### src/rtl/pipelined_carry_skip_adder_if.sv
`default_nettype none
// ============================================================================
//  Module      : pipelined_carry_skip_adder_if
//  Description : Operand/result handshake bundle for the pipelined
//                carry-skip adder. The master side offers operands and
//                consumes results; the slave side is the adder.
//  Signals     : in_valid/in_ready  - operand handshake
//                a, b, cin          - operands and carry in
//                out_valid/out_ready- result handshake
//                sum, cout, ovf     - result, carry out, signed overflow
//  Revision    : 1.0 - initial release
// ============================================================================
interface pipelined_carry_skip_adder_if #(
    parameter int N = 16
) ();
    logic         in_valid;
    logic         in_ready;
    logic [N-1:0] a;
    logic [N-1:0] b;
    logic         cin;
    logic         out_valid;
    logic         out_ready;
    logic [N-1:0] sum;
    logic         cout;
    logic         ovf;

    modport master (
        output in_valid, a, b, cin, out_ready,
        input  in_ready, out_valid, sum, cout, ovf
    );

    modport slave (
        input  in_valid, a, b, cin, out_ready,
        output in_ready, out_valid, sum, cout, ovf
    );
endinterface
`default_nettype wire

### src/rtl/pipelined_carry_skip_adder.sv
`default_nettype none
// ============================================================================
//  Module      : pipelined_carry_skip_adder
//  Description : N-bit adder built from BLOCK_SIZE-bit ripple blocks with
//                carry-skip muxes, registered after every BLOCKS_PER_STAGE
//                blocks. Valid/ready handshake with a global stall.
//  Ports       : clk    - rising-edge clock
//                rst_n  - synchronous active-low reset
//                bus    - slave side of pipelined_carry_skip_adder_if
//                         (operands in, sum/cout/ovf out)
//  Revision    : 1.0 - initial release
// ============================================================================
module pipelined_carry_skip_adder #(
    parameter int N                = 16,
    parameter int BLOCK_SIZE       = 4,
    parameter int BLOCKS_PER_STAGE = 2
) (
    input  wire logic                      clk,
    input  wire logic                      rst_n,
    pipelined_carry_skip_adder_if.slave    bus
);

    localparam int NBLK   = (N + BLOCK_SIZE - 1) / BLOCK_SIZE;
    localparam int STAGES = (NBLK + BLOCKS_PER_STAGE - 1) / BLOCKS_PER_STAGE;
    // Operands are widened to a whole number of stages. Padding bits are
    // a=1, b=0: pure propagate, so the carry passes through them untouched
    // and a partial or empty trailing block never alters the skip decision.
    localparam int NPAD   = STAGES * BLOCKS_PER_STAGE * BLOCK_SIZE;

    // Stage boundary signals: index 0 is the input side, index k+1 is the
    // register bank of stage k.
    logic [N-1:0] st_a  [STAGES];
    logic [N-1:0] st_b  [STAGES];
    logic [N-1:0] st_s  [STAGES+1];
    logic         st_c  [STAGES+1];
    logic [1:0]   st_sg [STAGES+1];   // {a[N-1], b[N-1]} for the overflow flag
    logic         st_v  [STAGES+1];

    logic w_advance;

    assign w_advance    = !st_v[STAGES] || bus.out_ready;
    assign bus.in_ready = w_advance;

    assign st_a[0]  = bus.a;
    assign st_b[0]  = bus.b;
    assign st_s[0]  = '0;
    assign st_c[0]  = bus.cin;
    assign st_sg[0] = {bus.a[N-1], bus.b[N-1]};
    assign st_v[0]  = bus.in_valid;

    for (genvar k = 0; k < STAGES; k++) begin : g_stage
        localparam int SBASE = k * BLOCKS_PER_STAGE * BLOCK_SIZE;

        logic [NPAD-1:0] w_ap;
        logic [NPAD-1:0] w_bp;
        logic            w_c;
        logic            w_rc;
        logic            w_allp;
        logic            w_p;
        logic [N-1:0]    sum_d;
        logic            carry_d;

        logic [N-1:0]    sum_q;
        logic            carry_q;
        logic [1:0]      sg_q;
        logic            valid_q;

        always_comb begin
            w_ap          = '1;
            w_ap[N-1:0]   = st_a[k];
            w_bp          = '0;
            w_bp[N-1:0]   = st_b[k];
            sum_d         = st_s[k];
            w_c           = st_c[k];
            w_rc          = 1'b0;
            w_allp        = 1'b1;
            w_p           = 1'b0;
            for (int j = 0; j < BLOCKS_PER_STAGE; j++) begin
                w_rc   = w_c;
                w_allp = 1'b1;
                for (int t = 0; t < BLOCK_SIZE; t++) begin
                    w_p = w_ap[SBASE + j*BLOCK_SIZE + t] ^ w_bp[SBASE + j*BLOCK_SIZE + t];
                    if (SBASE + j*BLOCK_SIZE + t < N) begin
                        sum_d[SBASE + j*BLOCK_SIZE + t] = w_p ^ w_rc;
                    end
                    w_rc   = (w_ap[SBASE + j*BLOCK_SIZE + t] & w_bp[SBASE + j*BLOCK_SIZE + t])
                           | (w_p & w_rc);
                    w_allp = w_allp & w_p;
                end
                // Skip mux: an all-propagate block forwards its carry-in.
                w_c = w_allp ? w_c : w_rc;
            end
            carry_d = w_c;
        end

        // Data registers only load real operands; bubbles leave them alone,
        // which also keeps the outputs at zero after reset until a result.
        always_ff @(posedge clk) begin
            if (!rst_n) begin
                valid_q <= 1'b0;
                sum_q   <= '0;
                carry_q <= 1'b0;
                sg_q    <= 2'b00;
            end else if (w_advance) begin
                valid_q <= st_v[k];
                if (st_v[k]) begin
                    sum_q   <= sum_d;
                    carry_q <= carry_d;
                    sg_q    <= st_sg[k];
                end
            end
        end

        assign st_s[k+1]  = sum_q;
        assign st_c[k+1]  = carry_q;
        assign st_sg[k+1] = sg_q;
        assign st_v[k+1]  = valid_q;

        // Operands are needed only by stages still to come.
        if (k < STAGES - 1) begin : g_opnd
            logic [N-1:0] a_q;
            logic [N-1:0] b_q;

            always_ff @(posedge clk) begin
                if (!rst_n) begin
                    a_q <= '0;
                    b_q <= '0;
                end else if (w_advance && st_v[k]) begin
                    a_q <= st_a[k];
                    b_q <= st_b[k];
                end
            end

            assign st_a[k+1] = a_q;
            assign st_b[k+1] = b_q;
        end
    end

    assign bus.out_valid = st_v[STAGES];
    assign bus.sum       = st_s[STAGES];
    assign bus.cout      = st_c[STAGES];
    assign bus.ovf       = (st_sg[STAGES][1] == st_sg[STAGES][0])
                        && (st_s[STAGES][N-1] != st_sg[STAGES][1]);

endmodule
`default_nettype wire

### src/flat_wrapper.sv
// flat-port wrapper written by rule: the top's interface ports become plain ports
module pipelined_carry_skip_adder_flat 
#(
    parameter int N                = 16,
    parameter int BLOCK_SIZE       = 4,
    parameter int BLOCKS_PER_STAGE = 2
)
  (clk, rst_n, bus_in_valid, bus_a, bus_b, bus_cin, bus_out_ready, bus_in_ready, bus_out_valid, bus_sum, bus_cout, bus_ovf);
  pipelined_carry_skip_adder_if #(.N(N)) bus_i ();
  input  wire logic clk;
  input  wire logic rst_n;
  input wire logic [$bits(bus_i.in_valid)-1:0] bus_in_valid;
  input wire logic [$bits(bus_i.a)-1:0] bus_a;
  input wire logic [$bits(bus_i.b)-1:0] bus_b;
  input wire logic [$bits(bus_i.cin)-1:0] bus_cin;
  input wire logic [$bits(bus_i.out_ready)-1:0] bus_out_ready;
  output wire logic [$bits(bus_i.in_ready)-1:0] bus_in_ready;
  output wire logic [$bits(bus_i.out_valid)-1:0] bus_out_valid;
  output wire logic [$bits(bus_i.sum)-1:0] bus_sum;
  output wire logic [$bits(bus_i.cout)-1:0] bus_cout;
  output wire logic [$bits(bus_i.ovf)-1:0] bus_ovf;
  assign bus_i.in_valid = bus_in_valid;
  assign bus_i.a = bus_a;
  assign bus_i.b = bus_b;
  assign bus_i.cin = bus_cin;
  assign bus_i.out_ready = bus_out_ready;
  assign bus_in_ready = bus_i.in_ready;
  assign bus_out_valid = bus_i.out_valid;
  assign bus_sum = bus_i.sum;
  assign bus_cout = bus_i.cout;
  assign bus_ovf = bus_i.ovf;
  pipelined_carry_skip_adder #(.N(N), .BLOCK_SIZE(BLOCK_SIZE), .BLOCKS_PER_STAGE(BLOCKS_PER_STAGE)) u_core (.clk(clk), .rst_n(rst_n), .bus(bus_i));
endmodule
### config.mk
export PLATFORM = sky130hd
export DESIGN_NAME = pipelined_carry_skip_adder_flat
export DESIGN_NICKNAME = d
export VERILOG_FILES = /design/src/rtl/pipelined_carry_skip_adder_if.sv /design/src/rtl/pipelined_carry_skip_adder.sv /design/src/flat_wrapper.sv
export SDC_FILE = /design/constraint.sdc
export NUM_CORES = 1
export LEC_CHECK = 0
export ABC_AREA = 0
export BUFFER_PORTS_ARGS = -buffer_cell sky130_fd_sc_hd__buf_2
export CORE_AREA = 4 4 73 75
export DETAILED_ROUTE_END_ITERATION = 12
export DIE_AREA = 0 0 77 79
export GPL_TIMING_DRIVEN = 1
export PLACE_DENSITY = 0.76
export SKIP_CTS_REPAIR_TIMING = 1
export SYNTH_ARGS = -nofsm -noshare
export SYNTH_HDL_FRONTEND = slang
export SYNTH_SLANG_ARGS = --single-unit
### constraint.sdc
create_clock -name clk -period 5.4 [get_ports clk]
set_input_delay 0.27 -clock clk [delete_from_list [all_inputs] [get_ports clk]]
set_output_delay 0.27 -clock clk [all_outputs]
set_load 0.01 [all_outputs]
==> results_dict.tcl, run 1 <==
set metrics [dict create \
    crit_slowest_cell "fa_1" \
    ys_seq_elements 46 \
    routedWlPerCell_um 15.3 \
    drv_slew 0 \
    drc_errors 0 \
    drtAntennaViolNets 0 \
    required_ns 5.61 \
    min-delay-start "bus_b[10]" \
    crit_fanout 2 \
    numCtsBuffers 5 \
    max-cap-violations 0 \
    min_to "u_core.g_stage[0].g_opnd.b_q[10]" \
    diodes 0 \
    grt_pass1_wl_um 9030 \
    slew_headroom 0.390 \
    busiest_layer "met2" \
    coreArea_mm2 0.00466 \
    grt_overflow_total 0 \
    synth_area_mm2 0.00242 \
    max-vdd-ir-drop_mv 0.154 \
    fmax_mhz 226 \
    tightest_slew_ns 0.913 \
    power_density_mw_per_mm2 268 \
    hold_violations 0 \
    use_met1 0.239 \
    syn_inst 265 \
    syn_to_final_growth_pct 14.8 \
    cp_common_cell "fa_1" \
    finish.utilization 0.595 \
    outcome "completed" \
    critPathArrivalTime_ns 4.63 \
    routabilityCongestion 0.757 \
    worstSetupEndpointType "flop" \
    gr-usage-met2 0.312 \
    critPathLaunchType "flop" \
    leakagePower_nw 1.22 \
    hold_slack_ns 0.212 \
    min_period_over_period 0.819 \
    grt.met3_usage 0.0329 \
    clockRootBuffer "clkbuf_8" \
    via_per_inst 5.60 \
    grt_max_degree 53 \
    regToRegEndpoint "u_core.bus.sum[15]" \
    clkTransAtPathRegs_ns 0.08 \
    dp_hpwl_um 3780 \
    grt_use_total 0.185 \
    clock_latency_ns 0.30 \
    io_buffers 56 \
    ys_seq_area_frac 0.381 \
    drtIter0Drc 123 \
    synth_cell_types 28 \
    cts_num_sinks 46 \
    antenna_found_initial 0 \
    die_width_um 77 \
    fin_crit_ns 4.42 \
    detailroute.via_count 2028 \
    min_path_cells 3 \
    path_class "flop to flop" \
    min_path_type "primary input to flop" \
    synth_nets 334 \
    final_cell_mix "buf_2, dfxtp_1, a21oi_1" \
    mostFrequentLayoutCell "buf_2" \
    worstReg2RegStart "u_core.g_stage[0].carry_q" \
    path_cells "inv_1, fa_1, inv_1, fa_1, fa_1, fa_1, mux2_2, fa_1, fa_1, fa_1, inv_1, fa_1, a311oi_1" \
    io-pin-count 57 \
    rows 25 \
    rsz0062_at_grt "no" \
    routed_wirelength_um 5530 \
    clockBufferDepth 2 \
    skew_ns 0.00521 \
    setup_viol 0 \
    cts_tree "built" \
    rrSetupSlack_ns 0.98 \
    first_pass_iters 4 \
    cp_slowest_stage_delay_ns 0.46 \
    die_y_um 79 \
    start_util 0.519 \
    die_area_mm2 0.00608 \
    rr_worst_depth 13 \
    grt_pass1_vias 1883 \
    avgSynthCellArea_um2 9.12 \
    drive_gt1_frac 0.221 \
    finalSetupTns_ns 0 \
    fin_nets 376 \
    yosys_warnings 0 \
    p_total_uw 743 \
    htreeDepth 2 \
]
-- cells in the mapped netlist (all sizes together) --
| library cell | number | area, um2 |
|---|---|---|
| fa | 16 | 320 |
| nor2b | 3 | 26.3 |
| a221o | 1 | 10.0 |
| mux2 | 2 | 26.3 |
| nand3b | 1 | 7.51 |
| nand3 | 38 | 190 |
| and4 | 2 | 17.5 |
| nand2 | 3 | 11.3 |
| clkbuf | 7 | 27.5 |
| buf | 15 | 77.6 |
| ha | 16 | 200 |
| dfxtp | 46 | 921 |
| o21ai | 39 | 195 |
| a211o | 1 | 8.76 |
| inv | 18 | 70.1 |
| nor2 | 1 | 3.75 |
| nor4 | 2 | 12.5 |
| a311oi | 4 | 35.0 |
| nand2b | 1 | 6.26 |
| nand4 | 4 | 25.0 |
| a21oi | 45 | 225 |
-- worst max-delay path by stage --
stage | startpoint | to | slack (ns) | cells past startpoint
CTS | u_core.g_stage[0].g_opnd.b_q[8] | u_core.bus.sum[15] | 0.94 | 13
finish | u_core.g_stage[0].carry_q | u_core.bus.sum[15] | 0.98 | 13
detailed placement | u_core.g_stage[0].g_opnd.b_q[8] | u_core.bus.cout | 0.98 | 15
global placement | u_core.g_stage[0].g_opnd.b_q[8] | u_core.bus.cout | 1.02 | 15
floorplan | u_core.g_stage[0].g_opnd.b_q[8] | u_core.bus.cout | 1.10 | 15
global route | u_core.g_stage[0].g_opnd.b_q[8] | u_core.bus.sum[15] | 0.75 | 13
-- layer usage --
layer / part of all wire / vias to the layer above / wire length, um
met3: 0.048 / 7 / 263
met2: 0.50 / 55 / 2750
met5: 0 / - / 0
li1: - / 1001 / -
met1: 0.44 / 965 / 2440
met4: 0.013 / 0 / 70
-- metrics by stage --
| step | cell area, um2 | worst slack, ns | std cells |
|---|---|---|---|
| after floorplan | 2420 | 1.10 | 265 |
| after global placement | 2670 | 1.02 | 354 |
| after detailed placement | 2670 | 0.978 | 354 |
| after CTS | 2770 | 0.941 | 362 |
| after global routing | 2770 | 0.750 | 362 |
| final | 2770 | 0.979 | 362 |
-- logic make-up (layout without fill, tap and decap cells) --
logic type                 after synthesis  after routing  share of synthesized area
buffers and inverters                   40             83                     0.0725
adders and majority gates               32             32                      0.215
and+or+nand+nor                         55             55                      0.124
muxes                                    2              2                     0.0109
DFF                                     46             46                      0.381
AOI/OAI and AO/OA                       90             90                      0.196
-- sequential cells by signal, summed over array words and instances (netlist names) --
register	count
u_core.g_stage.g_opnd.b_q	7
u_core.bus.out_valid	1
u_core.g_stage.carry_q	1
u_core.g_stage.sum_q	8
u_core.g_stage.sg_q	3
u_core.bus.cout	1
u_core.bus.sum	16
u_core.g_stage.valid_q	1
u_core.g_stage.g_opnd.a_q	8
-- critical path: cells and delay by family (launching register included) --
family / cells / cell delay [ns]
flops: 1 / 0.32
buf+inv: 3 / 0.23
compound gates: 1 / 0.28
mux: 1 / 0.30
fa+ha+maj: 8 / 3.19
-- power by group --
group	internal (mW)	total, mW	switching, mW
logic	0.0481	0.113	0.0648
clock network	0.139	0.254	0.115
registers	0.359	0.376	0.0170
total	0.546	0.743	0.197
-- cell type report --
| class | instances | area, um2 |
|---|---|---|
| Clock buffer | 7 | 76.3 |
| Clock inverter | 1 | 30.0 |
| Fill cell | 431 | 1890 |
| Inverter | 18 | 70.1 |
| Multi-Input combinational cell | 179 | 1320 |
| Sequential cell | 46 | 921 |
| Tap cell | 54 | 67.6 |
| Timing Repair Buffer | 57 | 288 |
No activity file was read; power rests on OpenSTA's default activity.
==> run 2: changes to the inputs <==
- CORE_AREA: 4 4 73 75 -> 4 4 76 78
- DIE_AREA: 0 0 77 79 -> 0 0 80 82
- PLACE_DENSITY: 0.76 -> 0.73
- clock period: 5.4 -> 3.85 ns (I/O delays scaled with it)
==> run 2 against run 1 <==
The flow now finishes with violations (setup timing). Critical path depth stayed put. Sequential share of layout area decreased by 1.3 points. Design area rose by 4.2%. Clock-buffer cell count is 2 lower. Core utilization decreased by 2.5 points. Sequential power grew 40%. Global-route usage down 0.35 points. Largest power group unchanged.
==> results_dict.tcl, run 2 (synthesis gave the netlist of run 1 again) <==
set metrics [dict create \
    outcome "complete, but fails checks" \
    violations "setup timing" \
    stdcell_count 386 \
    drc_errors 0 \
    cp_common_cell "fa_2" \
    finish.utilization 0.570 \
    clockBufferDepth 2 \
    numCtsBuffers 5 \
    mostFrequentLayoutCell "buf_2" \
    skew_ns 0.00335 \
    power_density_mw_per_mm2 366 \
    path_cells "inv_2, fa_2, inv_2, fa_2, fa_2, fa_2, mux2_4, fa_2, fa_2, fa_2, inv_2, fa_2, a311oi_2" \
    rows 26 \
    final_cell_mix "buf_2, a21oi_1, dfxtp_1" \
    max-cap-violations 0 \
    clkTransAtPathRegs_ns 0.08 \
    post-place-ws_ns -0.173 \
    rr_worst_depth 13 \
    finalWorstSetupSlack_ns -0.0676 \
    grt_overflow_total 0 \
    min-delay-start "bus_b[9]" \
    rsz0062_at_grt "yes" \
    diodes 0 \
    tightest_slew_ns 0.856 \
    die_y_um 82 \
    routedWlPerCell_um 14.7 \
    clockRootBuffer "clkbuf_8" \
    grt_max_degree 53 \
    setup_viol 2 \
    detailroute.via_count 2071 \
    cts_num_sinks 46 \
    drv_slew 0 \
    htreeDepth 2 \
    slew_headroom 0.428 \
    worstReg2RegStart "u_core.g_stage[0].carry_q" \
    grt_pass1_wl_um 9240 \
    start_util 0.476 \
    antenna_found_initial 0 \
    regToRegEndpoint "u_core.bus.sum[15]" \
    syn_to_final_growth_pct 19.6 \
    rrSetupSlack_ns -0.07 \
    die_width_um 80 \
    crit_fanout 2 \
    crit_slowest_cell "fa_2" \
    cp_slowest_stage_delay_ns 0.42 \
    grt_use_total 0.181 \
    clock_latency_ns 0.30 \
    die_area_mm2 0.00656 \
    io_buffers 56 \
    dp_cells 378 \
    cts_tree "built" \
    first_pass_iters 4 \
    required_ns 4.06 \
    max-vdd-ir-drop_mv 0.228 \
    drive_gt1_frac 0.301 \
    routed_wirelength_um 5670 \
    fill_cells 481 \
    coreArea_mm2 0.00507 \
    min_path_type "primary input to flop" \
    hold_violations 0 \
    dp_hpwl_um 3920 \
    fin_nets 384 \
    fin_crit_ns 3.92 \
    min_period_over_period 1.02 \
    finalSetupTns_ns -0.0945 \
    p_total_mw 1.06 \
    fmax_mhz 255 \
    routabilityCongestion 0.854 \
    leakagePower_nw 1.26 \
    io-pin-count 57 \
    min_to "u_core.g_stage[0].g_opnd.b_q[9]" \
    drtAntennaViolNets 0 \
    via_per_inst 5.37 \
    critPathLaunchType "flop" \
    grt_pass1_vias 1940 \
    critPathArrivalTime_ns 4.13 \
    worstSetupEndpointType "flop" \
    largest_reg_flops 16 \
    path_class "flop to flop" \
    drtIter0Drc 143 \
    min_path_cells 3 \
]
[run 2: changes by cell type in the layout (fill, tap and decap cells not counted), moves of 2 or more]
cell and delta:
dfxtp_1 -2, buf_4 +8, dfxtp_2 +2, inv_2 +5, inv_1 -5, fa_2 +9
clkinv_2 +2, clkbuf_1 -2, fa_1 -9
[run 2: metal layers]
layer / up-vias / routed length [um] / track usage
met2: 54 / 2730 / 0.292
met3: 9 / 336 / 0.0461
met5: - / 0 / 0
met1: 986 / 2500 / 0.235
li1: 1022 / - / -
met4: 0 / 106 / 0.0642
[run 2: cell type report]
type,instances,area (um2),area share
Clock buffer,5,68.8,0.0238
Clock inverter,3,40.0,0.0138
Inverter,18,70.1,0.0242
Multi-Input combinational cell,179,1350,0.468
Sequential cell,46,923,0.319
Tap cell,70,87.6,0.0303
Timing Repair Buffer,65,348,0.120
[run 2: power breakdown]
part | internal (mW) | switching [mW] | total (mW)
Combinational | 0.0768 | 0.0947 | 0.172
Clock | 0.191 | 0.166 | 0.358
Sequential | 0.504 | 0.0237 | 0.528
[run 2: worst max path at each step]
stage,from,endpoint,cells past startpoint
after global placement,bus_cin,u_core.g_stage[0].carry_q,16
final,u_core.g_stage[0].carry_q,u_core.bus.sum[15],13
after CTS,u_core.g_stage[0].carry_q,u_core.bus.sum[15],13
after detailed placement,bus_cin,u_core.g_stage[0].carry_q,16
after global routing,u_core.g_stage[0].carry_q,u_core.bus.sum[15],13
after floorplan,u_core.g_stage[0].g_opnd.b_q[8],u_core.bus.cout,15
[run 2: per-stage QoR]
stage / hold slack, ns / area (um2)
after CTS: 0.133 / 2870
after detailed placement: 0.458 / 2760
after global placement: 0.445 / 2760
final: 0.142 / 2890
after global routing: 0.135 / 2890
after floorplan: 0.340 / 2430
[run 2: critical path, delay by kind of cell, from the launching register on]
kind	cells	cell delay [ns]
AO/OA/AOI/OAI	1	0.26
adder cells (fa/ha/maj)	8	2.79
multiplexers	1	0.28
flip-flops	1	0.33
buffers and inverters	3	0.18
